===== src/rtl/hydra_pkg.sv =====
// Shared definitions for the strand scheduler: FSM encoding and default sizing.
package hydra_pkg;

   localparam int unsigned DEF_NUM_STRANDS  = 4;
   localparam int unsigned DEF_PERIOD_WIDTH = 24;
   localparam int unsigned DEF_COUNT_WIDTH  = 16;

   typedef enum logic [1:0] {
      IDLE      = 2'd0,
      WAIT_TICK = 2'd1,
      START     = 2'd2,
      RUN       = 2'd3
   } sched_state_e;

endpackage


===== src/rtl/strand_frame_timer.sv =====
// Frame period counter; tick is high for one cycle every max(period,2) cycles while run is high.
module strand_frame_timer
   import hydra_pkg::*;
#(
   parameter int unsigned PERIOD_WIDTH = DEF_PERIOD_WIDTH
)(
   input  logic                    clk,
   input  logic                    rst,
   input  logic                    run,
   input  logic [PERIOD_WIDTH-1:0] period,
   output logic                    tick
);

   logic [PERIOD_WIDTH-1:0] cnt_q, cnt_d;
   logic [PERIOD_WIDTH-1:0] per_q, per_d;
   logic [PERIOD_WIDTH-1:0] lim_q, lim_d;
   logic                    tick_q, tick_d;

   // Periods below 2 are clamped so a frame always has a START and a RUN cycle.
   always_comb begin
      cnt_d  = '0;
      per_d  = per_q;
      lim_q  = (per_q < PERIOD_WIDTH'(2)) ? PERIOD_WIDTH'(2) : per_q;
      if (!run || tick_q) begin
         per_d = period;
      end else begin
         cnt_d = cnt_q + PERIOD_WIDTH'(1);
      end
      lim_d  = (per_d < PERIOD_WIDTH'(2)) ? PERIOD_WIDTH'(2) : per_d;
      tick_d = run && (cnt_d == lim_d - PERIOD_WIDTH'(1));
   end

   always_ff @(posedge clk or posedge rst) begin
      if (rst) begin
         cnt_q  <= '0;
         per_q  <= '0;
         tick_q <= 1'b0;
      end else begin
         cnt_q  <= cnt_d;
         per_q  <= per_d;
         tick_q <= tick_d;
      end
   end

   assign tick = tick_q;

endmodule


===== src/rtl/strand_scheduler.sv =====
// Periodic frame sequencer: launches idle enabled strands on each period tick and tracks completion.
module strand_scheduler
   import hydra_pkg::*;
#(
   parameter int unsigned NUM_STRANDS  = DEF_NUM_STRANDS,
   parameter int unsigned PERIOD_WIDTH = DEF_PERIOD_WIDTH,
   parameter int unsigned COUNT_WIDTH  = DEF_COUNT_WIDTH
)(
   input  logic                    clk,
   input  logic                    rst,
   input  logic                    enable,
   input  logic [PERIOD_WIDTH-1:0] frame_period,
   input  logic [NUM_STRANDS-1:0]  strand_enable,
   input  logic [NUM_STRANDS-1:0]  strand_busy,
   input  logic [NUM_STRANDS-1:0]  strand_done,
   output logic [NUM_STRANDS-1:0]  start_frame,
   output logic                    frame_active,
   output logic                    frame_done,
   output logic                    overrun,
   output logic [COUNT_WIDTH-1:0]  frame_count,
   output logic [COUNT_WIDTH-1:0]  overrun_count
);

   sched_state_e           state_q, state_d;
   logic [NUM_STRANDS-1:0] pending_q, pending_d;
   logic [NUM_STRANDS-1:0] start_q, start_d;
   logic [NUM_STRANDS-1:0] launch;
   logic                   skip;
   logic                   active_q;
   logic                   done_q, done_d;
   logic                   ovr_q, ovr_d;
   logic [COUNT_WIDTH-1:0] fcnt_q, ocnt_q;
   logic                   tick;

   strand_frame_timer #(
      .PERIOD_WIDTH (PERIOD_WIDTH)
   ) u_timer (
      .clk    (clk),
      .rst    (rst),
      .run    (state_q != IDLE),
      .period (frame_period),
      .tick   (tick)
   );

   assign launch = strand_enable & ~strand_busy;
   assign skip   = |(strand_enable & strand_busy);

   // Launch decisions are registered so start_frame and pending appear together in START.
   always_comb begin
      state_d   = state_q;
      pending_d = pending_q;
      start_d   = '0;
      done_d    = 1'b0;
      ovr_d     = 1'b0;
      unique case (state_q)
         IDLE: begin
            if (enable) state_d = WAIT_TICK;
         end
         WAIT_TICK: begin
            if (!enable) begin
               state_d = IDLE;
            end else if (tick) begin
               state_d   = START;
               start_d   = launch;
               pending_d = launch;
               ovr_d     = skip;
            end
         end
         START: begin
            state_d = RUN;
            if (pending_q == '0) done_d = 1'b1;
         end
         RUN: begin
            pending_d = pending_q & ~strand_done;
            if (pending_q != '0 && pending_d == '0) done_d = 1'b1;
            // A finished frame accepts a coincident tick as a normal launch.
            if (pending_d == '0) begin
               if (!enable) begin
                  state_d = IDLE;
               end else if (tick) begin
                  state_d   = START;
                  start_d   = launch;
                  pending_d = launch;
                  ovr_d     = skip;
               end else begin
                  state_d = WAIT_TICK;
               end
            end else if (tick) begin
               ovr_d = 1'b1;
            end
         end
         default: state_d = IDLE;
      endcase
   end

   always_ff @(posedge clk or posedge rst) begin
      if (rst) begin
         state_q   <= IDLE;
         pending_q <= '0;
         start_q   <= '0;
         active_q  <= 1'b0;
         done_q    <= 1'b0;
         ovr_q     <= 1'b0;
         fcnt_q    <= '0;
         ocnt_q    <= '0;
      end else begin
         state_q   <= state_d;
         pending_q <= pending_d;
         start_q   <= start_d;
         active_q  <= (state_d == START) || (state_d == RUN);
         done_q    <= done_d;
         ovr_q     <= ovr_d;
         if (done_d) fcnt_q <= fcnt_q + COUNT_WIDTH'(1);
         if (ovr_d)  ocnt_q <= ocnt_q + COUNT_WIDTH'(1);
      end
   end

   assign start_frame   = start_q;
   assign frame_active  = active_q;
   assign frame_done    = done_q;
   assign overrun       = ovr_q;
   assign frame_count   = fcnt_q;
   assign overrun_count = ocnt_q;

endmodule


===== config.mk =====
export PLATFORM = sky130hd
export DESIGN_NAME = strand_scheduler
export DESIGN_NICKNAME = d
export VERILOG_FILES = /design/src/rtl/hydra_pkg.sv /design/src/rtl/strand_frame_timer.sv /design/src/rtl/strand_scheduler.sv
export SDC_FILE = /design/constraint.sdc
export NUM_CORES = 1
export LEC_CHECK = 0
export CORE_MARGIN = 3
export CORE_UTILIZATION = 51
export CTS_BUF_LIST = sky130_fd_sc_hd__clkbuf_4 sky130_fd_sc_hd__clkbuf_8
export DETAILED_ROUTE_END_ITERATION = 6
export HOLD_SLACK_MARGIN = 0.12
export PLACE_DENSITY = 0.87
export SETUP_SLACK_MARGIN = 0.2
export SYNTH_ARGS = -nofsm -noshare
export SYNTH_HDL_FRONTEND = slang
export SYNTH_SLANG_ARGS = --single-unit

===== constraint.sdc =====
create_clock -name clk -period 4.2 [get_ports clk]
set_input_delay 0.84 -clock clk [delete_from_list [all_inputs] [get_ports clk]]
set_output_delay 0.84 -clock clk [all_outputs]
set_load 0.01 [all_outputs]

; ---- Yosys cells after proc, flatten, opt, wreduce, memory -nomap -nowiden
; Index checks and enable logic that the tools add are counted.
[classes]
n_eq_ne = 8
n_reduce_logical = 13
magnitude_cmp = 1
addsub = 4
mux = 28
shift = 0
div_mod_pow = 0
n_mul = 0
bitwise = 5
[op_table]
columns = op, count
row1 = $mux 24, 3
row2 = $add 16x1->16 const B, 2
row3 = $mux 4, 8
row4 = $add 24x1->24 const B, 1
row5 = $eq 24x24->1, 1
row6 = $lt 24x2->1 const B, 1
row7 = $sub 24x1->24 const B, 1
row8 = $pmux 4 s2, 2
row9 = $and 4x4->4, 3
row10 = $mux 2, 6
row11 = $eq 2x2->1 const B, 4
row12 = $logic_not 4->1, 2
row13 = $not 4->4, 2
row14 = $pmux 2 s4, 1
row15 = $mux 1, 6
row16 = $pmux 1 s2, 2
row17 = $reduce_bool 2->1, 2
row18 = $reduce_bool 4->1, 1
row19 = $reduce_or 4->1, 1
row20 = $reduce_and 3->1, 1
row21 = $eq 2x1->1 const B, 1
row22 = $logic_and 1x1->1, 2
row23 = $logic_not 2->1, 1
row24 = $logic_or 1x1->1, 2
row25 = other kinds (3), 3
[totals]
romBits = 0
inputBits = 39
word_cells = 70
reg_bits = 94
latch_bits = 0
ram_bits = 0
mem_count = 0
out_inout_bits = 39

; ---- Depth between registers and ports, before layout
[logic_depth]
word_depth = 9
depth_mapped = 20
depth_no_buf = 14

; ---- Modules after synthesis
; Synthesis repeated with hierarchy kept, for this count alone.
[hier_totals]
cells_unflattened = 575
hier_area_um2 = 5576.6
[by_module_without_submodules]
columns = module, cells_per_inst, area_each_um2, instances
row1 = strand_frame_timer, 378, 3420.8, 1
row2 = strand_scheduler, 197, 2155.8, 1

; ---- Worst setup path after synthesis
; Ideal clock, no wire load.
[synth_timing]
kind = reg-to-reg
startpoint = register state_q[0]
endpoint = register u_timer.tick_q (netlist: u_timer.tick)
path_stages_with_launch = 21
t_arrival_ns = 4.268
slack_ns = -0.179
t_required_ns = 4.089
path_buffers = 7
path_cell_list = dfrtp_1 buf_6 o21bai_1 buf_2 buf_1 buf_2 buf_1 clkbuf_1 buf_1 nand2_1 nand2_1 a21oi_1 ha_1 inv_1 o41ai_1 nand4_1 xnor3_1 nor4b_1 nand4_1 or4_1 a2111oi_2
[synth_via]
elab_chain_cells = 9
elab_cells_between_ends = 10
[synth_rtl]
columns = item, line_no
row1 = "start, declared", strand_scheduler.sv:24  ; sched_state_e state_q, state_d;
row2 = "start signal, assigned", strand_scheduler.sv:107  ; state_q <= state_d;
row3 = $reduce_bool 2->1 *, strand_scheduler.sv:40  ; .run (state_q != IDLE),
row4 = $logic_not 1->1 *, strand_frame_timer.sv:24  ; if (!run || tick_q) begin
row5 = $logic_or 1x1->1 *, strand_frame_timer.sv:24
row6 = $mux 24 *, strand_frame_timer.sv:24
row7 = named net u_timer.per_d[1], strand_frame_timer.sv:15  ; logic [PERIOD_WIDTH-1:0] per_q, per_d;
row8 = $lt 24x2->1, strand_frame_timer.sv:29  ; lim_d = (per_d < PERIOD_WIDTH'(2)) ? PERIOD_WIDTH'(2) : per_d;
row9 = $mux 24 *, strand_frame_timer.sv:29
row10 = $sub 24x1->24 *, strand_frame_timer.sv:30  ; tick_d = run && (cnt_d == lim_d - PERIOD_WIDTH'(1));
row11 = $eq 24x24->1 *, strand_frame_timer.sv:30
row12 = $logic_and 1x1->1 *, strand_frame_timer.sv:30
row13 = named net u_timer.tick_d, strand_frame_timer.sv:17  ; logic tick_q, tick_d;
row14 = "end signal, assigned", strand_frame_timer.sv:41  ; tick_q <= tick_d;
row15 = "end, declared", strand_frame_timer.sv:17
; Mark *: on every way through the listed nets, which the timed path passes. The rest lies on a longest branch.
; A chain may end at the register's enable or synchronous reset.

; ---- Worst setup path in the final report
[layout_timing]
startpoint = input frame_period[2]
endpoint = register u_timer.tick_q (netlist: u_timer.tick)
[layout_via]
elab_chain_cells = 6
[layout_rtl]
columns = item, line_no
row1 = "start, declared", strand_scheduler.sv:12  ; input logic [PERIOD_WIDTH-1:0] frame_period,
row2 = $mux 24 *, strand_frame_timer.sv:24
row3 = $lt 24x2->1, strand_frame_timer.sv:29
row4 = $mux 24 *, strand_frame_timer.sv:29
row5 = $sub 24x1->24 *, strand_frame_timer.sv:30
row6 = $eq 24x24->1 *, strand_frame_timer.sv:30
row7 = $logic_and 1x1->1 *, strand_frame_timer.sv:30
row8 = named net u_timer.tick_d, strand_frame_timer.sv:17
; Marked as above.

==> flow_summary.json <==
{
  "status": "finished clean",
  "grt_pass1_vias": 4832,
  "place.gp.congestion": 0.9523,
  "clock_path_buffers": 2,
  "cellLeakagePower_nw": 2.962,
  "grt_use_total_pct": 24.56,
  "slew_violations": 0,
  "die_area_um2": 11650,
  "synth_nets": 614,
  "cp_top_family": "simple AND/OR/NAND/NOR gates",
  "yosysTopAreaCellShare_pct": 44.37,
  "area_delta_synth_final_pct": 29.67,
  "setup_viol": 0,
  "antenna_found_initial": 0,
  "multi_input_area_um2": 3018,
  "grt_setup_unrepaired": "yes",
  "synth.avg_cell_area_um2": 9.284,
  "synth_top_family_by_area": "simple AND/OR/NAND/NOR gates",
  "seq_area_um2": 2356,
  "clkSlewWorstSetupHoldPaths_ns": 0.11,
  "worst_pin_slew_ns": 0.9405,
  "cts_buffers": 9,
  "cp_common_cell": "xnor2_1",
  "drt_iter0_markers": 346,
  "crit_chain": "clkdlybuf4s50_1 > nor3_4 > nand3_2 > a221oi_4 > buf_4 > a21oi_1 > ha_4 > inv_2 > buf_6 > a211oi_4 > xnor2_1 > xnor2_1 > nor4b_2 > nand4_1 > or4_4 > a2111oi_4",
  "swShare_pct": 30.10,
  "relSlewSlack_pct": 36.72,
  "synth.distinct_cells": 58,
  "synth.area.top_cells": "dfrtp_1, xnor2_1, nand2_1, xor2_1, nor2_1",
  "dieWidth_um": 108.0,
  "synthesis.instances": 571,
  "route.detailed.drc": 0,
  "fillCellCount": 736,
  "netlist_area_um2": 5301,
  "ys.flop_type": "dfrtp_1",
  "core_um2": 9955,
  "holdPathEnd": "overrun_count[15]",
  "cts_tree": "done",
  "ys_warn_count": 0,
  "wl_per_cell_um": 17.28,
  "post-place-ws_ns": -0.4351,
  "min_from": "overrun_count[15]",
  "final_cells": 816,
  "synthArstFlopShare_pct": 100.0,
  "worstPathRequired_ns": 4.47,
  "drive_gt1_share_pct": 13.76,
  "antenna_left": 0,
  "r2r_slack_ns": 0.29,
  "fin_ws_ns": 0.2749,
  "port_buffers": 77,
  "synth.mux.area_fraction_pct": 2.148,
  "p_comb_share_pct": 15.2,
  "r2r_start": "u_timer.per_q[20]",
  "via_per_inst": 5.819,
  "insertion_delay_ns": 0.37,
  "nNetsFinal": 721,
  "fmax_ghz": 0.2548,
  "htreeDepth": 3,
  "wirelength_um": 14100,
  "cp_max_fo": 4,
  "rr_worst_depth": 15,
  "yosysMostFrequentCell": "nand2_1",
  "synth-compound-area-share_pct": 9.063,
  "synth-xor-area-share_pct": 13.26,
  "ys_ff_latch": 94,
  "crit_type": "input port to register",
  "synthAdderAreaFrac_pct": 0.9441,
  "slowest_stage": "or4_4",
  "grt_overflow": 0,
  "hpwl_um": 10300,
  "hold_path_class": "register to register",
  "finalCritPeriodShare_pct": 93.46,
  "io_pins": 78,
  "die_h_um": 108.0,
  "ys_seq_area_share_pct": 44.37,
  "crit_buf_inv": 4,
  "p_int_mw": 1.295,
  "hold_depth": 1,
  "synth_edf_count": 0,
  "regToRegEndpoint": "u_timer.tick",
  "finalHoldViolCount": 0,
  "pwr-share-seq_pct": 51.9,
  "yosys-top-cells-count": "nand2_1, dfrtp_1, xnor2_1",
  "skew_ns": 0.01255,
  "synth_top_cell_by_area": "dfrtp_1",
  "dp.cells": 796,
  "grt_pass1_wl_um": 22880,
  "crit_path_end_kind": "register",
  "max_cap_viol_count": 0,
  "clock_sinks": 94,
  "grt_start_max_net_pins": 52,
  "rows": 36,
  "cpPeakStageDelay_ns": 0.51,
  "layout_min_cycle_time_ns": 3.925,
  "cp-start-kind": "input port",
  "critical_path_arrival_ns": 4.19,
  "power_density_nw_per_um2": 269.4,
  "p_switching_mw": 0.5574,
  "ir_worst_vdd_mv": 0.1981,
  "via_count": 4748,
  "power_frac_clock_pct": 32.9,
  "cts-root-buf": "clkbuf_8",
  "initial_utilization_pct": 53.26,
  "num_antenna_cells": 0,
  "first_pass_iters": 5,
  "synth-simple-area-share_pct": 27.80
}
[layout make-up]
| type | instances | area share [%] |
|---|---|---|
| Timing Repair Buffer | 117 | 16.00 |
| Inverter | 9 | 0.5096 |
| Multi-Input combinational cell | 447 | 43.90 |
| Sequential cell | 94 | 34.27 |
| Clock inverter | 7 | 1.092 |
| Tap cell | 133 | 2.421 |
| Clock buffer | 9 | 1.802 |
[metal layers]
| metal | part of all wire [%] | GRT usage, % |
|---|---|---|
| met5 | 0 | 0 |
| met4 | 2.8 | 9.558 |
| met3 | 6.1 | 4.119 |
| met2 | 48 | 41.21 |
| met1 | 43 | 31.88 |
[placed cells by master (no fill, tap or decap), drive strengths merged, types with 3 or more instances in the layout]
| cell type | n |
|---|---|
| dlymetal6s2s | 5 |
| clkinv | 3 |
| inv | 12 |
| nand2 | 98 |
| dfrtp | 94 |
| o21ai | 20 |
| and4 | 5 |
| and3 | 7 |
| xor2 | 25 |
| clkbuf | 9 |
| o21a | 3 |
| or3 | 10 |
| nor3b | 4 |
| nand2b | 12 |
| mux2 | 3 |
| a211oi | 5 |
| nand3 | 30 |
| xnor2 | 50 |
| nor2 | 40 |
| o2111ai | 3 |
| buf | 40 |
| nor4 | 17 |
| nand3b | 4 |
| nand4b | 3 |
| ha | 4 |
| or4 | 6 |
| nand4 | 19 |
| clkdlybuf4s50 | 69 |
| and2 | 3 |
| nor4b | 3 |
| dlygate4sd2 | 3 |
| nor3 | 23 |
| mux2i | 8 |
| a21oi | 16 |
[repair_timing]
item	in CTS	in global routing
gates resized for setup	8	28
setup buffers	2	2
setup endpoints to repair	1	1
pin swaps	7	12
endpoints found under the hold margin	0	0
hold buffers	0	0
[power by group through the flow]
stage	Sequential [mW]	Combinational, mW	Clock (mW)
after floorplan	0.966	0.157	0
after global placement	0.975	0.253	0
after detailed placement	0.978	0.259	0
after CTS	0.960	0.264	0.618
after global routing	0.966	0.308	0.652
final	0.962	0.281	0.609
[worst max-delay path by stage]
stage                     startpoint      endpoint  slack (ns)  depth (start not counted)
global placement    frame_period[16]  u_timer.tick       -0.23                         15
CTS                 frame_period[20]  u_timer.tick        0.20                         17
finish               frame_period[2]  u_timer.tick        0.27                         16
global route         frame_period[9]  u_timer.tick        0.12                         16
detailed placement  frame_period[16]  u_timer.tick       -0.44                         16
floorplan               u_timer.tick  u_timer.tick        0.23                         19
[flip-flops by register name, summed over array words and instances (netlist names)]
signal and count:
u_timer.cnt_q 24, start_frame 4, pending_q 4, overrun_count 16
overrun 1, frame_done 1, u_timer.per_q 24, frame_count 16
state_q 2, u_timer.tick 1, frame_active 1
[cells by family (layout without fill, tap and decap cells)]
family	Yosys count	after routing
AND/OR/NAND/NOR	286	286
multiplexers	11	11
XOR/XNOR	77	77
flip-flops	94	94
adder cells (fa/ha/maj)	4	4
AO/OA/AOI/OAI	69	69
buffers and inverters	30	142
[metrics by stage]
stage | setup TNS (ns) | power [mW] | hold slack [ns] | utilization, % | instance area [um2]
finish | 0 | 1.852 | 0.4918 | 69.05 | 6874
global route | 0 | 1.925 | 0.5177 | 69.05 | 6874
CTS | 0 | 1.841 | 0.5024 | 67.51 | 6720
global placement | -0.2258 | 1.228 | 0.4600 | 65.03 | 6474
detailed placement | -0.4351 | 1.237 | 0.4780 | 65.03 | 6474
floorplan | 0 | 1.122 | 0.4537 | - | 5341
Note: power is estimated with default switching activity, not from simulation.
